==> config.mk <==
export PLATFORM = sky130hd
export DESIGN_NAME = alu_operand_sequencer
export DESIGN_NICKNAME = d
export VERILOG_FILES = /design/src/rtl/alu_operand_pkg.sv /design/src/rtl/button_conditioner.sv /design/src/rtl/alu_operand_sequencer.sv
export SDC_FILE = /design/constraint.sdc
export NUM_CORES = 1
export LEC_CHECK = 0
export ABC_AREA = 1
export BUFFER_PORTS_ARGS = -buffer_cell sky130_fd_sc_hd__buf_2
export CAP_MARGIN = 20
export CORE_MARGIN = 5
export CORE_UTILIZATION = 50
export CTS_CLUSTER_DIAMETER = 120
export DETAILED_ROUTE_END_ITERATION = 7
export GPL_ROUTABILITY_DRIVEN = 0
export PLACE_DENSITY = 0.72
export SYNTH_ARGS = -nofsm -noshare
export SYNTH_HDL_FRONTEND = slang
export SYNTH_HIERARCHICAL = 1
export SYNTH_SLANG_ARGS = --single-unit
==> constraint.sdc <==
create_clock -name i_clock -period 1.7 [get_ports i_clock]
set_input_delay 0.17 -clock i_clock [delete_from_list [all_inputs] [get_ports i_clock]]
set_output_delay 0.17 -clock i_clock [all_outputs]
set_load 0.05 [all_outputs]
==> src/rtl/alu_operand_pkg.sv <==
// alu_operand_pkg: shared constants for the ALU operand sequencer
package alu_operand_pkg;
    localparam logic [1:0] S_A     = 2'd0;
    localparam logic [1:0] S_B     = 2'd1;
    localparam logic [1:0] S_OP    = 2'd2;
    localparam logic [1:0] S_VALID = 2'd3;

    localparam int IDX_A  = 0;
    localparam int IDX_B  = 1;
    localparam int IDX_OP = 2;

    localparam logic MODE_DIRECT = 1'b0;
    localparam logic MODE_SEQ    = 1'b1;
endpackage

==> src/rtl/button_conditioner.sv <==
// button_conditioner: synchronises and debounces a raw button, emitting a one-cycle press pulse
module button_conditioner #(
    parameter int NB_SYNC      = 2,
    parameter int DEBOUNCE_CYC = 16,
    parameter int NB_DBC_CNT   = 5
) (
    input  logic i_clock,
    input  logic i_reset,
    input  logic i_button,
    output logic o_level,
    output logic o_press
);
    logic [NB_SYNC-1:0]    sync_q;
    logic [NB_DBC_CNT-1:0] cnt_q, cnt_d;
    logic                  level_q, level_d, level_prev_q;
    logic                  mismatch, done;

    assign mismatch = sync_q[NB_SYNC-1] != level_q;
    assign done     = cnt_q == NB_DBC_CNT'(DEBOUNCE_CYC - 1);

    // The counter only runs while the synchronised input disagrees; any agreeing cycle restarts it.
    always_comb begin
        level_d = (mismatch && done) ? ~level_q : level_q;
        cnt_d   = (mismatch && !done) ? cnt_q + 1'b1 : '0;
    end

    always_ff @(posedge i_clock or negedge i_reset) begin
        if (!i_reset) begin
            sync_q       <= '0;
            cnt_q        <= '0;
            level_q      <= 1'b0;
            level_prev_q <= 1'b0;
        end else begin
            sync_q       <= {sync_q[NB_SYNC-2:0], i_button};
            cnt_q        <= cnt_d;
            level_q      <= level_d;
            level_prev_q <= level_q;
        end
    end

    assign o_level = level_q;
    assign o_press = level_q & ~level_prev_q;
endmodule

==> src/rtl/alu_operand_sequencer.sv <==
// alu_operand_sequencer: loads ALU operands/opcode from switches via direct or stepped
// button presses and hands each complete set to the ALU exactly once
module alu_operand_sequencer
    import alu_operand_pkg::*;
#(
    parameter int NB_DATA      = 8,
    parameter int NB_OP        = 6,
    parameter int NB_SYNC      = 2,
    parameter int DEBOUNCE_CYC = 16,
    parameter int NB_DBC_CNT   = 5
) (
    input  logic                      i_clock,
    input  logic                      i_reset,
    input  logic signed [NB_DATA-1:0] i_switches,
    input  logic [2:0]                i_buttons,
    input  logic                      i_btn_step,
    input  logic                      i_mode,
    input  logic                      i_ready,
    output logic signed [NB_DATA-1:0] o_data_a,
    output logic signed [NB_DATA-1:0] o_data_b,
    output logic [NB_OP-1:0]          o_operation,
    output logic                      o_valid,
    output logic [2:0]                o_loaded
);
    logic [3:0]                raw, press;
    logic [2:0]                ld, seq_ld, loaded_q, loaded_d;
    logic [1:0]                state_q, state_d;
    logic signed [NB_DATA-1:0] a_q, b_q;
    logic [NB_OP-1:0]          op_q;
    logic                      mode_q, mode_chg, xfer, seq;

    assign raw = {i_btn_step, i_buttons};

    for (genvar i = 0; i < 4; i++) begin : g_btn
        button_conditioner #(
            .NB_SYNC     (NB_SYNC),
            .DEBOUNCE_CYC(DEBOUNCE_CYC),
            .NB_DBC_CNT  (NB_DBC_CNT)
        ) u_btn (
            .i_clock (i_clock),
            .i_reset (i_reset),
            .i_button(raw[i]),
            .o_level (),
            .o_press (press[i])
        );
    end

    // A mode change discards any coincident load and restarts the sequence.
    always_comb begin
        seq      = i_mode == MODE_SEQ;
        mode_chg = i_mode != mode_q;
        xfer     = o_valid & i_ready;
        seq_ld   = {3{press[3]}} & {state_q == S_OP, state_q == S_B, state_q == S_A};
        ld       = mode_chg ? 3'b000 : (seq ? seq_ld : press[2:0]);
        loaded_d = mode_chg ? 3'b000 : ((xfer ? 3'b000 : loaded_q) | ld);
        state_d  = (mode_chg || (xfer && state_q == S_VALID)) ? S_A :
                   (seq && |ld) ? state_q + 2'd1 : state_q;
    end

    always_ff @(posedge i_clock or negedge i_reset) begin
        if (!i_reset) begin
            a_q      <= '0;
            b_q      <= '0;
            op_q     <= '0;
            loaded_q <= '0;
            state_q  <= S_A;
            mode_q   <= MODE_DIRECT;
        end else begin
            if (ld[IDX_A])  a_q  <= i_switches;
            if (ld[IDX_B])  b_q  <= i_switches;
            if (ld[IDX_OP]) op_q <= i_switches[NB_OP-1:0];
            loaded_q <= loaded_d;
            state_q  <= state_d;
            mode_q   <= i_mode;
        end
    end

    assign o_data_a    = a_q;
    assign o_data_b    = b_q;
    assign o_operation = op_q;
    assign o_loaded    = loaded_q;
    assign o_valid     = &loaded_q;
endmodule

After elaboration in Yosys (flattened, before gate mapping)

Cells that the tools add are included.

Output and inout port bits: 26
Logic and storage cells: 83
Register bits after elaboration: 64

Add/sub/neg operators: 5
Multiplexer cells: 10
Bitwise operators: 15
Reductions and logical operators: 19
Eq/ne operators: 12

Operators by type and width:

| kind                                                            | number |
|---|---|
| 5-bit by 1-bit adder with 5-bit output, second input constant   | 4 |
| 5-bit by 4-bit == test with 1-bit output, second input constant | 4 |
| 5-bit two-way mux                                               | 4 |
| 3-bit two-way mux                                               | 4 |
| 1-bit logical AND                                               | 10 |
| 1-bit inverter                                                  | 8 |
| 1-bit bitwise AND                                               | 5 |
| 1-bit != test                                                   | 5 |
| 2-bit == test, second input constant                            | 2 |
| 1-bit zero test                                                 | 4 |
| 2-bit two-way mux                                               | 2 |
| 3-bit bitwise AND                                               | 1 |
| 3-bit OR                                                        | 1 |
| 3-bit AND reduction                                             | 1 |
| 3-bit OR reduction                                              | 1 |
| 2-bit by 1-bit adder with 2-bit output, second input constant   | 1 |
| 2-bit by 1-bit == test with 1-bit output, second input constant | 1 |
| 2-bit zero test                                                 | 1 |
| 2-bit nonzero test                                              | 1 |
| 1-bit logical OR                                                | 1 |

Logic depth before layout (Yosys ltp)

Gate-level depths: netlist (run 1).

Depth after elaboration: 9
Gate-level depth with buffers: 9
Mapped depth without buffers: 9

By module

Netlist (run 1), hierarchy kept.

By module, submodules not included:

| module                | times used | cells each | area an instance (um^2) | seq. area each (um^2) |
|---|---|---|---|---|
| button_conditioner    | 4          | 33         | 349.1                   | 225.2 |
| alu_operand_sequencer | 1          | 127        | 1258.7                  | 700.7 |

Worst setup path after synthesis (run 1)

Ideal clock, no wire load.

Kind: reg2out
Start point: register loaded_q[1] (netlist: o_loaded[1])
End point: output o_valid
Arrival time: 1177 ps
Cell stages (with the launch flop): 2
Setup slack: 353 ps
Buffers on the path: 0
Required time: 1530 ps
Path through: dfrtp_1 -> and3_1

Word-level cells in the longest chain between the ends: 1

RTL lines:

| item                     | RTL line                    | text |
|---|---|---|
| start: declaration       | alu_operand_sequencer.sv:26 | `logic [2:0] ld, seq_ld, loaded_q, loaded_d;` |
| start signal: assignment | alu_operand_sequencer.sv:72 | `loaded_q <= loaded_d;` |
| 3-bit AND reduction      | alu_operand_sequencer.sv:82 | `assign o_valid = &loaded_q;` |
| end: declaration         | alu_operand_sequencer.sv:22 | `output logic o_valid,` |

Every way passes these cells.

Worst setup path in the final report (run 1)

Start point: register state_q[0]
End point: register op_q[2] (netlist: o_operation[2])

Word-level cells in the longest chain between the ends: 4

RTL lines:

| item                           | RTL line                    | text |
|---|---|---|
| start: declaration             | alu_operand_sequencer.sv:27 | `logic [1:0] state_q, state_d;` |
| start signal: assignment       | alu_operand_sequencer.sv:73 | `state_q <= state_d;` |
| 2-bit == test                  | alu_operand_sequencer.sv:53 | `seq_ld = {3{press[3]}} & {state_q == S_OP, state_q == S_B, state_q == S_A};` |
| 3-bit bitwise AND              | alu_operand_sequencer.sv:53 |  |
| 3-bit two-way mux (2 in a row) | alu_operand_sequencer.sv:54 | `ld = mode_chg ? 3'b000 : (seq ? seq_ld : press[2:0]);` |
| end signal: assignment         | alu_operand_sequencer.sv:71 | `if (ld[IDX_OP]) op_q <= i_switches[NB_OP-1:0];` |
| end: declaration               | alu_operand_sequencer.sv:29 | `logic [NB_OP-1:0] op_q;` |

Every way passes these cells.
A chain may end at the register's enable or synchronous reset.

==> results.json, run 1 <==
{
  "power_mw": 3.02,
  "h-tree-depth": 3,
  "synth_edf_count": 0,
  "top_usage_layer": "met2",
  "pwr-share-clk": 0.423,
  "cp-start-kind": "flop",
  "max_cap_viol_count": 0,
  "switching_share": 0.220,
  "seqPwrFrac": 0.526,
  "fin_skew_ns": 0.0122,
  "grt_pass1_wl_mm": 8.16,
  "hold_buffers": 5,
  "root_buffer": "clkbuf_8",
  "p_leak_nw": 1.67,
  "synth_ff_type": "dfrtp_1",
  "cts_tree": "done",
  "remaining_drc_errors": 0,
  "hold_viol_final": 0,
  "fp.dieArea_um2": 6870,
  "setup_viol": 0,
  "r2r_slack_ns": 0.27,
  "finalHoldWorstSlack_ns": 0.0523,
  "syn-num-nets": 287,
  "rsz0062_at_grt": "no",
  "cts.sinks": 64,
  "cp-end-kind": "flop",
  "portBuffers": 41,
  "syn_area_per_cell_um2": 10.3,
  "pwr-share-comb": 0.052,
  "wire_per_inst_um": 11.6,
  "p_int_mw": 2.36,
  "outcome": "complete, no violations",
  "hold_path_class": "in2reg",
  "power.density_nw_per_um2": 946,
  "fin_crit_sh": 0.840,
  "worstSkewPairLatency_ns": 0.34,
  "most-common-layout-cells": "dfrtp_1, nand2_1, buf_2",
  "final_common_cell": "dfrtp_1",
  "clk_pin_slew_ns": 0.07,
  "post_cts_resized": 0,
  "area_growth_pct": 20.3,
  "nNetsFinal": 344,
  "post-route-util": 0.621,
  "dr.pass1.iters": 5,
  "slew_violations": 0,
  "via_per_inst": 4.67,
  "synthArstFlopShare": 1.00,
  "dieWidth_um": 82.9,
  "syn_area_um2": 2660,
  "grt.overflow.total": 0,
  "period_needed_ns": 1.43,
  "fmaxAchievable_ghz": 0.701,
  "multi_input_area_um2": 903,
  "rows": 26,
  "relSlewSlack": 0.796,
  "ios": 42,
  "synth.yosys.warnings": 6,
  "synth_cells": 259,
  "postCtsSetupBuffers": 0,
  "met2_usage": 0.230,
  "fin_cells": 389,
  "cp_max_fo": 13,
  "core-area_um2": 5140,
  "worst-setup-path-type": "reg2reg",
  "netlist-cell-type-count": 22,
  "worstMarginPinSlew_ns": 0.307,
  "grt_pass1_vias": 1819,
  "yosysSeqAreaShare": 0.603,
  "antenna_cells": 0,
  "fillers": 465,
  "start_util": 0.517,
  "drtAntennaViolNets": 0,
  "fp.dieH_um": 82.9,
  "place.detailed.hpwl_mm": 3.25,
  "antenna_found_initial": 0,
  "grtUsageMet1": 0.180,
  "ir_worst_vdd_v": 0.000580,
  "grt_max_degree": 36,
  "drive_above_1_share": 0.248,
  "cts.path.max_buffers": 2,
  "cts_made_buffers": 9,
  "cp.arrival_ns": 1.65,
  "routed_wl_mm": 4.53,
  "switching_power_mw": 0.663,
  "crit_required_ns": 1.92,
  "ys_ff_latch": 64,
  "tns_ns": 0,
  "vias": 1816,
  "placed_cells": 370,
  "drt_iter0_drc": 66,
  "grt_use_met3": 0.0426,
  "register_area_um2": 1600,
  "grt_use_total": 0.147
}
-- critical path, stage by stage (launching register included) --
cell     delay, ns
dfrtp_1       0.41
inv_1         0.11
ha_1          0.15
nand2_1       0.06
nor2_1        0.18
nor2_4        0.07
buf_4         0.20
nand2_1       0.09
o21ai_2       0.05
-- per-layer routing --
metal  part of all wire  vias up
met1               0.47      839
met4              0.022        0
met5                  0        -
li1                   -      934
met3              0.043       10
met2               0.47       33
-- worst paths after layout --
path / depth (start not counted) / startpoint / end
setup / recovery: 8 / state_q[0] / o_operation[2]
hold / removal: 1 / i_mode / mode_q
setup reg to reg: 8 / state_q[0] / o_operation[2]
hold reg to reg: 0 / g_btn[2].u_btn/sync_q[0] / g_btn[2].u_btn/sync_q[1]
max in group asynchronous: 3 / i_reset / o_operation[0]
min in group asynchronous: 2 / i_reset / g_btn[1].u_btn/cnt_q[0]
-- power by group through the flow --
stage                     clock [mW]  sequential, mW  combinational, mW
after detailed placement           0            1.62              0.153
after global placement             0            1.61              0.151
after floorplan                    0            1.62             0.0736
final                           1.28            1.59              0.156
after CTS                       1.30            1.59              0.162
after global routing            1.37            1.59              0.182
-- state kept, by name (all words and copies together) (netlist names) --
register and flops:
g_btn.u_btn/cnt_q 20, g_btn.u_btn/sync_q 8, o_data_a 8, o_data_b 8, o_operation 6, g_btn.u_btn/level_prev_q 4
g_btn.u_btn/o_level 4, o_loaded 3, state_q 2, mode_q 1
-- cells in the mapped netlist (2+ instances only) --
| library cell | number | area, um^2 |
|---|---|---|
| xnor2_1 | 4 | 35.0 |
| inv_2 | 2 | 7.51 |
| buf_6 | 3 | 33.8 |
| o21ai_0 | 18 | 90.1 |
| nor2_1 | 30 | 113 |
| ha_1 | 12 | 150 |
| nand2_2 | 4 | 25.0 |
| dfrtp_1 | 64 | 1600 |
| a21oi_1 | 6 | 30.0 |
| inv_1 | 29 | 109 |
| nand2_4 | 4 | 45.0 |
| o21ai_1 | 2 | 10.0 |
| o21ai_2 | 6 | 52.6 |
| nor2_2 | 2 | 12.5 |
| nand2_1 | 50 | 188 |
| nand4_1 | 7 | 43.8 |
| nand3_1 | 8 | 40.0 |
| or2_0 | 4 | 25.0 |
-- final cells by class --
| class | instances | area share |
|---|---|---|
| clock buffer | 11 | 0.0474 |
| timing repair buffer | 49 | 0.0909 |
| sequential | 64 | 0.502 |
| multi-input combinational | 161 | 0.283 |
| inverter | 31 | 0.0364 |
| tap | 70 | 0.0274 |
| clock inverter | 3 | 0.0133 |
-- logic make-up after synthesis --
logic type | share of synthesized area
xor+xnor | 0.0132
compound gates | 0.0749
simple gates | 0.196
fa+ha+maj | 0.0565
flops | 0.603
buf+inv | 0.0565
-- stage by stage --
stage | instance area (um^2) | worst slack [ns]
after floorplan | 2660 | 0.353
after global placement | 2950 | 0.310
after detailed placement | 2950 | 0.275
after CTS | 3190 | 0.270
after global routing | 3190 | 0.110
final | 3190 | 0.273
No activity file was read; power rests on OpenSTA's default activity.
==> inputs of run 2 (changes only) <==
- clock period: 1.7 -> 1.42 ns (I/O delays scaled with it)
==> results.json, run 2 (synthesized netlist as in run 1, its figures left out) <==
{
  "outcome": "complete, no violations",
  "top_usage_layer": "met2",
  "hold_viol_final": 0,
  "cp.arrival_ns": 1.63,
  "post-route-util": 0.666,
  "area_growth_pct": 29.0,
  "cp-start-kind": "flop",
  "path_common_cell": "ha_1",
  "period_needed_ns": 1.36,
  "crit_slowest_cell": "dfrtp_1",
  "cp-end-kind": "flop",
  "r2r_slack_ns": 0.06,
  "remaining_drc_errors": 0,
  "tns_ns": 0,
  "r2r_start": "g_btn[0].u_btn/cnt_q[0]",
  "grtUsageMet1": 0.182,
  "grt.overflow.total": 0,
  "max_cap_viol_count": 0,
  "slew_violations": 0,
  "drtAntennaViolNets": 0,
  "grt_use_met3": 0.0485,
  "drt_iter0_drc": 49,
  "largest_reg_flops": 20,
  "power.density_nw_per_um2": 1150,
  "rows": 26,
  "final_common_cell": "dfrtp_1",
  "worstMarginPinSlew_ns": 0.325,
  "root_buffer": "clkbuf_8",
  "fin_skew_ns": 0.00712,
  "routed_wl_mm": 4.75,
  "cts.path.max_buffers": 2,
  "top_register": "g_btn.u_btn/cnt_q",
  "p_leak_nw": 1.76,
  "ff2ff_path_depth": 7,
  "nNetsFinal": 355,
  "antenna_cells": 0,
  "met2_usage": 0.238,
  "grt_max_degree": 65,
  "fin_crit_sh": 0.958,
  "fp.dieH_um": 82.9,
  "hold_start": "i_mode",
  "antenna_found_initial": 0,
  "hold_path_class": "in2reg",
  "vias": 1885,
  "worst-setup-path-type": "reg2reg",
  "wire_per_inst_um": 11.8,
  "worstSkewPairLatency_ns": 0.33,
  "h-tree-depth": 3,
  "core-area_um2": 5140,
  "cts_tree": "done",
  "dr.pass1.iters": 4,
  "most-common-layout-cells": "dfrtp_1, nand2_1, buf_2",
  "hold_end": "mode_q",
  "r2r-end": "g_btn[0].u_btn/cnt_q[3]",
  "cts.sinks": 64,
  "start_util": 0.517,
  "rsz0062_at_grt": "yes",
  "clk_pin_slew_ns": 0.07,
  "worstHoldPathCells": 1,
  "grt_use_total": 0.150,
  "setup_viol": 0,
  "fmaxAchievable_ghz": 0.735,
  "crit_required_ns": 1.69,
  "fp.dieArea_um2": 6870,
  "relSlewSlack": 0.783,
  "grt_pass1_vias": 1899,
  "ios": 42,
  "crit_chain": "ha_1, nand2_1, nor2_1, ha_1, a21oi_2, nand2_2, nor2_2",
  "grt_pass1_wl_mm": 8.41,
  "critPathMaxStageDelay_ns": 0.39,
  "ir_worst_vdd_v": 0.00109,
  "dieWidth_um": 82.9,
  "drive_above_1_share": 0.340,
  "portBuffers": 41,
  "cp_max_fo": 5,
  "place.detailed.hpwl_mm": 3.29,
  "via_per_inst": 4.69,
  "cts_made_buffers": 9
}
-- run 2: what timing repair did --
action	CTS	global route
setup endpoints to repair	0	42
resized for setup	0	26
hold buffers	5	0
buffers inserted	0	7
endpoints found under the hold margin	68	0
-- run 2: layer usage --
layer / vias up / part of all wire
met5: - / 0
met4: 0 / 0.015
met3: 8 / 0.041
met2: 28 / 0.50
met1: 892 / 0.45
li1: 957 / -
-- run 2: worst max-delay path: cells and delay by family, from the launching register on --
kind	cells	cell delay, ns
AOI/OAI and AO/OA	1	0.13
and+or+nand+nor	4	0.33
adders and majority gates	2	0.43
DFF	1	0.39
-- run 2: area by class of cell --
type,count,area (um^2)
Fill cell,434,1720
Clock buffer,10,128
Timing Repair Buffer,60,423
Tap cell,70,87.6
Inverter,31,116
Clock inverter,6,108
Multi-Input combinational cell,161,961
Sequential cell,64,1600
-- run 2: how the worst max path moves through the flow --
| stage | startpoint | endpoint | depth (start not counted) |
|---|---|---|---|
| floorplan | o_loaded[1] | state_q[0] | 5 |
| global placement | state_q[0] | o_operation[5] | 8 |
| detailed placement | g_btn[2].u_btn/cnt_q[0] | g_btn[2].u_btn/cnt_q[3] | 7 |
| CTS | g_btn[1].u_btn/cnt_q[0] | g_btn[1].u_btn/cnt_q[4] | 7 |
| global route | state_q[0] | state_q[0] | 9 |
| finish | g_btn[0].u_btn/cnt_q[0] | g_btn[0].u_btn/cnt_q[3] | 7 |
-- run 2: where the power goes --
part	total, mW	switching, mW	internal [mW]
Combinational	0.217	0.128	0.0884
Sequential	1.90	0.0330	1.87
Clock	1.84	0.675	1.16
-- run 2: through the flow --
| step | power, mW | setup slack, ns | area (um^2) | instances | hold slack (ns) |
|---|---|---|---|---|---|
| after floorplan | 2.02 | 0.0956 | 2660 | 259 | -0.154 |
| after global routing | 4.12 | -0.0378 | 3420 | 402 | 0.0184 |
| final | 3.95 | 0.0597 | 3420 | 402 | 0.0285 |
| after global placement | 2.12 | 0.0843 | 3020 | 374 | 0.179 |
| after detailed placement | 2.12 | 0.0370 | 3020 | 374 | 0.180 |
| after CTS | 3.98 | 0.0179 | 3300 | 395 | 0.00105 |
